==> config.mk <==
export PLATFORM = sky130hd
export DESIGN_NAME = sdio_cmd_arb
export DESIGN_NICKNAME = d
export VERILOG_FILES = /design/src/rtl/sdio_cmd_arb.sv
export SDC_FILE = /design/constraint.sdc
export NUM_CORES = 1
export LEC_CHECK = 0
export BUFFER_PORTS_ARGS = -buffer_cell sky130_fd_sc_hd__buf_2
export CAP_MARGIN = 10
export CORE_ASPECT_RATIO = 0.5
export CORE_MARGIN = 2
export CORE_UTILIZATION = 40
export CTS_BUF_LIST = sky130_fd_sc_hd__clkbuf_4 sky130_fd_sc_hd__clkbuf_8
export DETAILED_ROUTE_END_ITERATION = 8
export PLACE_DENSITY = 0.84
export SYNTH_ARGS = -nofsm -noshare
export SYNTH_HDL_FRONTEND = slang
export SYNTH_SLANG_ARGS = --single-unit
export TNS_END_PERCENT = 20
==> constraint.sdc <==
create_clock -name sd_clk -period 1.9 [get_ports sd_clk]
set_clock_uncertainty 0.05 [all_clocks]
set_input_delay 0.095 -clock sd_clk [delete_from_list [all_inputs] [get_ports sd_clk]]
set_output_delay 0.095 -clock sd_clk [all_outputs]
set_load 0.02 [all_outputs]
==> src/rtl/sdio_cmd_arb.sv <==
// SDIO command arbiter: grants the shared command engine to software or auto-CMD12 requests.
// Optional build macro SDIO_CMD_ARB_RETRY_EN adds one automatic retry on CRC/end-bit errors.
module sdio_cmd_arb (
    input  logic        sd_clk,
    input  logic        rstn,
    input  logic        sd_rst,
    input  logic        sw_req,
    input  logic [5:0]  sw_index,
    input  logic [31:0] sw_arg,
    input  logic [1:0]  sw_resp_type,
    input  logic        ac_req,
    input  logic [31:0] ac_arg,
    output logic        cmd_start,
    output logic [5:0]  cmd_index,
    output logic [31:0] cmd_argument,
    output logic [1:0]  resp_type,
    output logic        cmd_abort,
    input  logic        cmd_busy,
    input  logic        cmd_done,
    input  logic        cmd_timeout_err_event,
    input  logic        resp_index_err_event,
    input  logic        resp_crc_err_event,
    input  logic        resp_end_err_event,
    output logic        sw_done,
    output logic        ac_done,
    output logic [3:0]  cmd_err,
    output logic        arb_owner,
    output logic        arb_busy
);

    typedef enum logic [2:0] {
        S_IDLE      = 3'd0,
        S_ISSUE     = 3'd1,
        S_WAIT_BUSY = 3'd2,
        S_WAIT_DONE = 3'd3,
        S_ABORT     = 3'd4,
        S_REPORT    = 3'd5
    } state_t;

    state_t      state_r, state_s;
    logic [1:0]  guard_r, guard_s;
    logic [3:0]  err_r, err_s;
    logic [3:0]  evt_s;
    logic        grant_s, grant_ac_s, retry_hit_s, retry_take_s;
    logic        ready_r;
    logic        cmd_start_r, cmd_abort_r, sw_done_r, ac_done_r, owner_r, busy_r;
    logic [5:0]  index_r;
    logic [31:0] arg_r;
    logic [1:0]  type_r;
`ifdef SDIO_CMD_ARB_RETRY_EN
    logic        retry_r;
`endif

    assign evt_s = {resp_end_err_event, resp_crc_err_event, resp_index_err_event, cmd_timeout_err_event};

    // Blocks grants on the first edge after reset release so ISSUE comes no earlier than the second.
    always_ff @(posedge sd_clk or negedge rstn) begin
        if (!rstn) begin
            ready_r <= 1'b0;
        end else begin
            ready_r <= 1'b1;
        end
    end

    // Next-state, error accumulation and grant decode.
    always_comb begin
        state_s      = state_r;
        guard_s      = guard_r;
        err_s        = err_r;
        grant_s      = 1'b0;
        grant_ac_s   = 1'b0;
        retry_hit_s  = 1'b0;
        retry_take_s = 1'b0;
        case (state_r)
            S_IDLE: begin
                if (ready_r && ac_req) begin
                    state_s    = S_ISSUE;
                    grant_s    = 1'b1;
                    grant_ac_s = 1'b1;
                    err_s      = 4'b0000;
                end else if (ready_r && sw_req) begin
                    state_s = S_ISSUE;
                    grant_s = 1'b1;
                    err_s   = 4'b0000;
                end else begin
                    state_s = S_IDLE;
                end
            end
            S_ISSUE: begin
                state_s = S_WAIT_BUSY;
                guard_s = 2'd0;
            end
            S_WAIT_BUSY: begin
                if (cmd_busy) begin
                    state_s = S_WAIT_DONE;
                end else if (guard_r == 2'd3) begin
                    state_s  = S_ABORT;
                    err_s[0] = 1'b1;
                end else begin
                    guard_s = guard_r + 2'd1;
                end
            end
            S_WAIT_DONE: begin
                err_s = err_r | evt_s;
                // The engine never leaves on its own after a timeout, so it must be aborted.
                if (cmd_timeout_err_event) begin
                    state_s = S_ABORT;
                end else if (cmd_done) begin
                    state_s = S_REPORT;
                end else begin
                    state_s = S_WAIT_DONE;
                end
            end
            S_ABORT: begin
                state_s = S_REPORT;
            end
            S_REPORT: begin
`ifdef SDIO_CMD_ARB_RETRY_EN
                if (!retry_r && (err_r[3] || err_r[2])) begin
                    state_s      = S_ISSUE;
                    err_s        = 4'b0000;
                    retry_take_s = 1'b1;
                end else begin
                    state_s = S_IDLE;
                end
`else
                state_s = S_IDLE;
`endif
            end
            default: begin
                state_s = S_IDLE;
            end
        endcase
`ifdef SDIO_CMD_ARB_RETRY_EN
        if (state_s == S_REPORT) begin
            retry_hit_s = !retry_r && (err_s[3] || err_s[2]);
        end else begin
            retry_hit_s = 1'b0;
        end
`endif
    end

    // State and registered outputs; outputs are decoded from the next state so they align with it.
    always_ff @(posedge sd_clk or negedge rstn) begin
        if (!rstn) begin
            state_r     <= S_IDLE;
            guard_r     <= 2'd0;
            err_r       <= 4'b0000;
            cmd_start_r <= 1'b0;
            cmd_abort_r <= 1'b0;
            sw_done_r   <= 1'b0;
            ac_done_r   <= 1'b0;
            owner_r     <= 1'b0;
            busy_r      <= 1'b0;
            index_r     <= 6'd0;
            arg_r       <= 32'd0;
            type_r      <= 2'd0;
        end else if (sd_rst) begin
            state_r     <= S_IDLE;
            guard_r     <= 2'd0;
            err_r       <= 4'b0000;
            cmd_start_r <= 1'b0;
            cmd_abort_r <= 1'b0;
            sw_done_r   <= 1'b0;
            ac_done_r   <= 1'b0;
            owner_r     <= 1'b0;
            busy_r      <= 1'b0;
            index_r     <= 6'd0;
            arg_r       <= 32'd0;
            type_r      <= 2'd0;
        end else begin
            state_r     <= state_s;
            guard_r     <= guard_s;
            err_r       <= err_s;
            cmd_start_r <= (state_s == S_ISSUE);
            cmd_abort_r <= (state_s == S_ABORT);
            sw_done_r   <= (state_s == S_REPORT) && !retry_hit_s && !owner_r;
            ac_done_r   <= (state_s == S_REPORT) && !retry_hit_s && owner_r;
            busy_r      <= (state_s != S_IDLE);
            if (grant_s) begin
                owner_r <= grant_ac_s;
                index_r <= grant_ac_s ? 6'd12 : sw_index;
                arg_r   <= grant_ac_s ? ac_arg : sw_arg;
                type_r  <= grant_ac_s ? 2'b11 : sw_resp_type;
            end else begin
                owner_r <= owner_r;
                index_r <= index_r;
                arg_r   <= arg_r;
                type_r  <= type_r;
            end
        end
    end

`ifdef SDIO_CMD_ARB_RETRY_EN
    // Retry budget: armed fresh at every grant, spent when a retry is taken.
    always_ff @(posedge sd_clk or negedge rstn) begin
        if (!rstn) begin
            retry_r <= 1'b0;
        end else if (sd_rst) begin
            retry_r <= 1'b0;
        end else if (grant_s) begin
            retry_r <= 1'b0;
        end else if (retry_take_s) begin
            retry_r <= 1'b1;
        end else begin
            retry_r <= retry_r;
        end
    end
`endif

    assign cmd_start    = cmd_start_r;
    assign cmd_abort    = cmd_abort_r;
    assign sw_done      = sw_done_r;
    assign ac_done      = ac_done_r;
    assign cmd_err      = err_r;
    assign arb_owner    = owner_r;
    assign arb_busy     = busy_r;
    assign cmd_index    = index_r;
    assign cmd_argument = arg_r;
    assign resp_type    = type_r;

endmodule

Yosys cells after proc, flatten, opt, wreduce, memory -nomap -nowiden

Index checks and enable logic that the tools add are counted.

Reduce and logical (&&, ||, !) cells: 14
Bitwise gates (word level): 1
Multiplexer cells: 40
$add $sub $neg: 1
Equality and inequality tests: 12

Operators with widths:

| cell                                                             | count |
|---|---|
| 32-bit 2-to-1 mux                                                | 3 |
| 6-bit 2-to-1 mux                                                 | 3 |
| 1-bit 2-to-1 mux                                                 | 16 |
| 3-bit 2-to-1 mux                                                 | 5 |
| 3-bit case mux with 5 select lines                               | 1 |
| 2-bit 2-to-1 mux                                                 | 6 |
| 4-bit 2-to-1 mux                                                 | 3 |
| 3-bit == test (second input constant)                            | 3 |
| 3-bit inequality test (second input constant)                    | 3 |
| 3-bit nonzero test                                               | 3 |
| 3-bit by 1-bit == test with 1-bit output (second input constant) | 2 |
| 3-bit by 2-bit == test with 1-bit output (second input constant) | 2 |
| 3-bit case mux with 2 select lines                               | 1 |
| 1-bit logical AND                                                | 4 |
| 4-bit inequality test (second input constant)                    | 1 |
| 4-bit OR                                                         | 1 |
| 2-bit case mux with 2 select lines                               | 1 |
| 4-bit AND reduction                                              | 1 |
| 4-bit nonzero test                                               | 1 |
| 3-bit zero test                                                  | 1 |
| 1-bit case mux with 3 select lines                               | 1 |
| 3-bit AND reduction                                              | 1 |
| 2-bit by 1-bit adder with 2-bit output (second input constant)   | 1 |
| 2-bit == test (second input constant)                            | 1 |
| 3 further kinds                                                  | 3 |

Word-level logic and storage cells: 82
Output and inout bits: 50
Flip-flop bits (word level): 56

Longest topological paths before layout

Word-level depth: 7
Depth in mapped cells: 5

Worst setup path after synthesis

Ideal clock, no wire load.

Kind: register to register
Start point: reg state_r[2]
End point: reg arg_r[28] (netlist: cmd_argument[28])
Slack: 0.070 ns
Buffers on the path: 1
Arrival time: 1.716 ns
Setup time: 0.065 ns
Period minus slack after synthesis: 1.830 ns
Required time: 1.785 ns
Cell stages (with the launch flop): 6
Cells stage by stage: dfrtp_1 > or4b_4 > nor4b_4 > buf_6 > a222oi_1 > inv_1

Longest elaborated chain between the ends: 5

Ends and longest elaborated chain:

| item                   | line | RTL |
|---|---|---|
| start, declared        | 40   | `state_t state_r, state_s;` |
| start signal, assigned | 172  | `state_r <= state_s;` |
| 3-bit zero test (*)    | 74   | `case (state_r)` |
| 1-bit 2-to-1 mux       | 74   |  |
| 32-bit 2-to-1 mux      | 183  | `arg_r <= grant_ac_s ? ac_arg : sw_arg;` |
| 32-bit 2-to-1 mux      | 180  | `if (grant_s) begin` |
| 32-bit 2-to-1 mux      | 158  | `end else if (sd_rst) begin` |
| end signal, assigned   | 183  |  |
| end signal, assigned   | 188  | `arg_r <= arg_r;` |
| end, declared          | 48   | `logic [31:0] arg_r;` |

Every way passes the cells marked *; elsewhere a longest branch is shown, timed or not. The select of a mux whose other input is x is not followed.
A chain may end at the register's enable or synchronous reset.

Worst setup path after layout

Start point: reg state_r[0]
End point: reg arg_r[14] (netlist: cmd_argument[14])

Same word-level chain as after synthesis.

==> metrics.txt <==
failing checks=hold timing, setup timing; antenna violations before repair=0; synthesized cell area=2410 µm²; crit-path max cell delay=0.45 ns; post-synth top area cell=dfrtp_1; P_sw=0.816 mW; Fillers=341; Worst R2R Path Depth=6; post-synthesis sequential area ratio=0.582; Final Setup Violations=9; number of synthesized flops with an enable pin=0; worst min path class=input port to flop; FF+latch count, synth=56; DRC=0; Row Count=19; cell count after placement=417; leak pwr=2.31 nW; GRT overflow=0; Synth Net Count=299; critical path startpoint=state_r[0]; WS Path Type=flop to flop; final clock period utilization by the worst path=1.03; largest net degree at the start of global routing=57; Critical Path Sink Type=flop; Placed Area=3190 µm²; non-filler cells, final=498; R2R Setup Slk=-0.07 ns; hold violation total from the final report=1; R2R Path End=cmd_argument[14]; power density over cell area=670 nW/µm²; CTS sink count=56; Inserted Clock Buffers=5; Post-Route WL=9870 µm; Via density=5.74; Slowest-stage cell, CP=dfrtp_1; crit-path cells=nor4b_2 > buf_4 > a21oi_4 > buf_4 > a222oi_1 > inv_1; Max Fclk=509 MHz; count leader, synth=dfrtp_1; chip height=58.9 µm; synth top area cells=dfrtp_1 58%, a222oi_1 13%, inv_1 5.1%, nor2_1 2.3%, o21ai_0 1.9%; worst-path maximum fanout=22; internal power=1.88 mW; layout cells sized above 1=0.396; mean post-synth cell area=11.2 µm²; FFs w/ async S/R, synth=1.00; worst r2r src=state_r[0]; Gate power share=0.257; number of nets in the layout=507; clock-pin slew on the worst setup and hold paths=0.10 ns; Cells after Synth=215; TritonCTS clock tree=done; Core ar.=5630 µm²; antenna-violating nets left=0; min cycle time layout=1.97 ns; clk buf depth=2; first-pass GRT wire length=14100 µm; Commonest cells post-synth=56 x dfrtp_1, 33 x inv_1, 31 x a222oi_1; # H-tree levels=2; Initial DRT Pass Iterations=9; crit-path most repeated cell=buf_4; Cell variety after synth=30; clock latency on the worst-skew pair=0.32 ns; VDD IR max=0.000511 V; Initial DRC Count=369; Initial Util=0.428; fin util=0.716; Synth warnings=0; Placer Congestion=0.787; status=finished with violations; startpoint type of the worst setup path=flop; vias=2858; vias in the first global route=2783; die width=114 µm; Die ar.=6700 µm²; fin. max-slew vios=0; RSZ-0062 raised after global routing=yes; critical hold path startpoint=sw_resp_type[0]; Final Instance Area=4030 µm²; Net Sw Frac=0.302; I/O pin cnt=133; IO buf count=132; sequential share of power=0.490; Req. time, crit path=2.04 ns; clock network fraction of total power=0.252; WHS Endpoint=resp_type[0]; synthesis-to-layout area growth=67.3%; GRT Total Usage=0.280; detailed placement HPWL=4920 µm; clk root buf=clkbuf_8; crit path DAT=2.11 ns; Max Cap Viol=0; Fin Hold WS=-0.00141 ns; ys flop type=dfrtp_1; routed len/inst=19.8 µm; Synth top area share=0.582; WHS Path Cells=3; slack of the critical path=-0.0655 ns
## worst max-delay path, delay by kind of cell, from the launching register on
kind / cells / cell delay [ns]
AO/OA/AOI/OAI: 2 / 0.48
buffers and inverters: 3 / 0.52
flip-flops: 1 / 0.45
AND/OR/NAND/NOR: 1 / 0.34
## state kept, by name, summed over array words and instances (netlist names)
name          count
sw_done           1
state_r           3
cmd_argument     32
ready_r           1
arb_busy          1
ac_done           1
cmd_err           4
cmd_abort         1
resp_type         2
guard_r           2
cmd_start         1
cmd_index         6
arb_owner         1
## cell families after synthesis
kind of cell	synth area share
DFF	0.582
adders and majority gates	0.00519
muxes	0.0135
AOI/OAI and AO/OA	0.197
and+or+nand+nor	0.116
other	0.00156
buffers and inverters	0.0857
## power groups by stage
stage	sequential, mW	combinational [mW]	clock (mW)
floorplan	1.43	0.191	0
global placement	1.33	0.513	0
detailed placement	1.34	0.529	0
CTS	1.32	0.638	0.671
global route	1.33	0.739	0.737
finish	1.32	0.695	0.681
## cell usage in the layout (no fill, tap or decap)
cell type and n:
and3b_1 2, or2_2 2, and2_1 1, diode_2 1, a22o_1 4, conb_1 1
mux2i_1 1, dlygate4sd3_1 68, buf_12 1, clkbuf_8 5, nor4_1 1, nor4b_2 1
a222oi_1 31, a21oi_2 1, mux2_2 2, nand2b_1 4, nor3b_2 1, buf_6 3
or4b_4 2, nor3_1 3, a21oi_4 1, a31oi_1 3, a211oi_1 4, nor3b_1 2
ha_1 1, nor2_2 1, and3_1 1, inv_1 33, nor4b_4 1, nand2_1 8
clkbuf_4 2, nor2b_1 4, a21oi_1 5, dfrtp_1 56, buf_2 132, o21ai_0 9
clkinv_4 1, buf_4 12, nor2_1 14
## metal layers
metal | part of all wire | GRT usage | up-vias | routed length (µm)
met1 | 0.34 | 0.290 | 1358 | 3370
met3 | 0.075 | 0.0597 | 72 | 740
met5 | 0 | 0 | - | 0
met4 | 0.065 | 0.223 | 0 | 639
li1 | - | - | 1206 | -
met2 | 0.52 | 0.512 | 222 | 5120
## area by class of cell
type | count | area (µm²) | share of cell area
clock buffers | 7 | 83.8 | 0.0208
well taps | 73 | 91.3 | 0.0227
clock inverters | 1 | 8.76 | 0.00217
flip-flops and latches | 56 | 1400 | 0.348
repair buffers | 216 | 1490 | 0.368
diodes | 1 | 2.50 | 0.000621
multi-input cells | 111 | 835 | 0.207
inverters | 33 | 124 | 0.0307
## what timing repair did
item                                   CTS  global route
hold buffers                            68             0
setup buffers                            0             2
endpoints found under the hold margin   92             0
setup endpoints to repair                0            35
resized for setup                        0            12
## per-stage QoR
stage / power (mW) / setup TNS (ns) / setup WS, ns
6_report: 2.70 / -0.243 / -0.0655
5_1_grt: 2.81 / -0.535 / -0.0814
4_1_cts: 2.63 / 0 / 0.00445
3_5_place_dp: 1.87 / 0 / 0.0245
3_3_place_gp: 1.85 / 0 / 0.0860
2_1_floorplan: 1.62 / 0 / 0.0696
## worst max path at each step
stage,to,slack [ns],cells after the start
2_1_floorplan,cmd_argument[28],0.07,5
3_3_place_gp,guard_r[0],0.09,5
3_5_place_dp,guard_r[0],0.02,5
4_1_cts,guard_r[0],0.004,5
5_1_grt,cmd_argument[8],-0.08,5
6_report,cmd_argument[14],-0.07,6
Power figures use the tool's default switching activity.
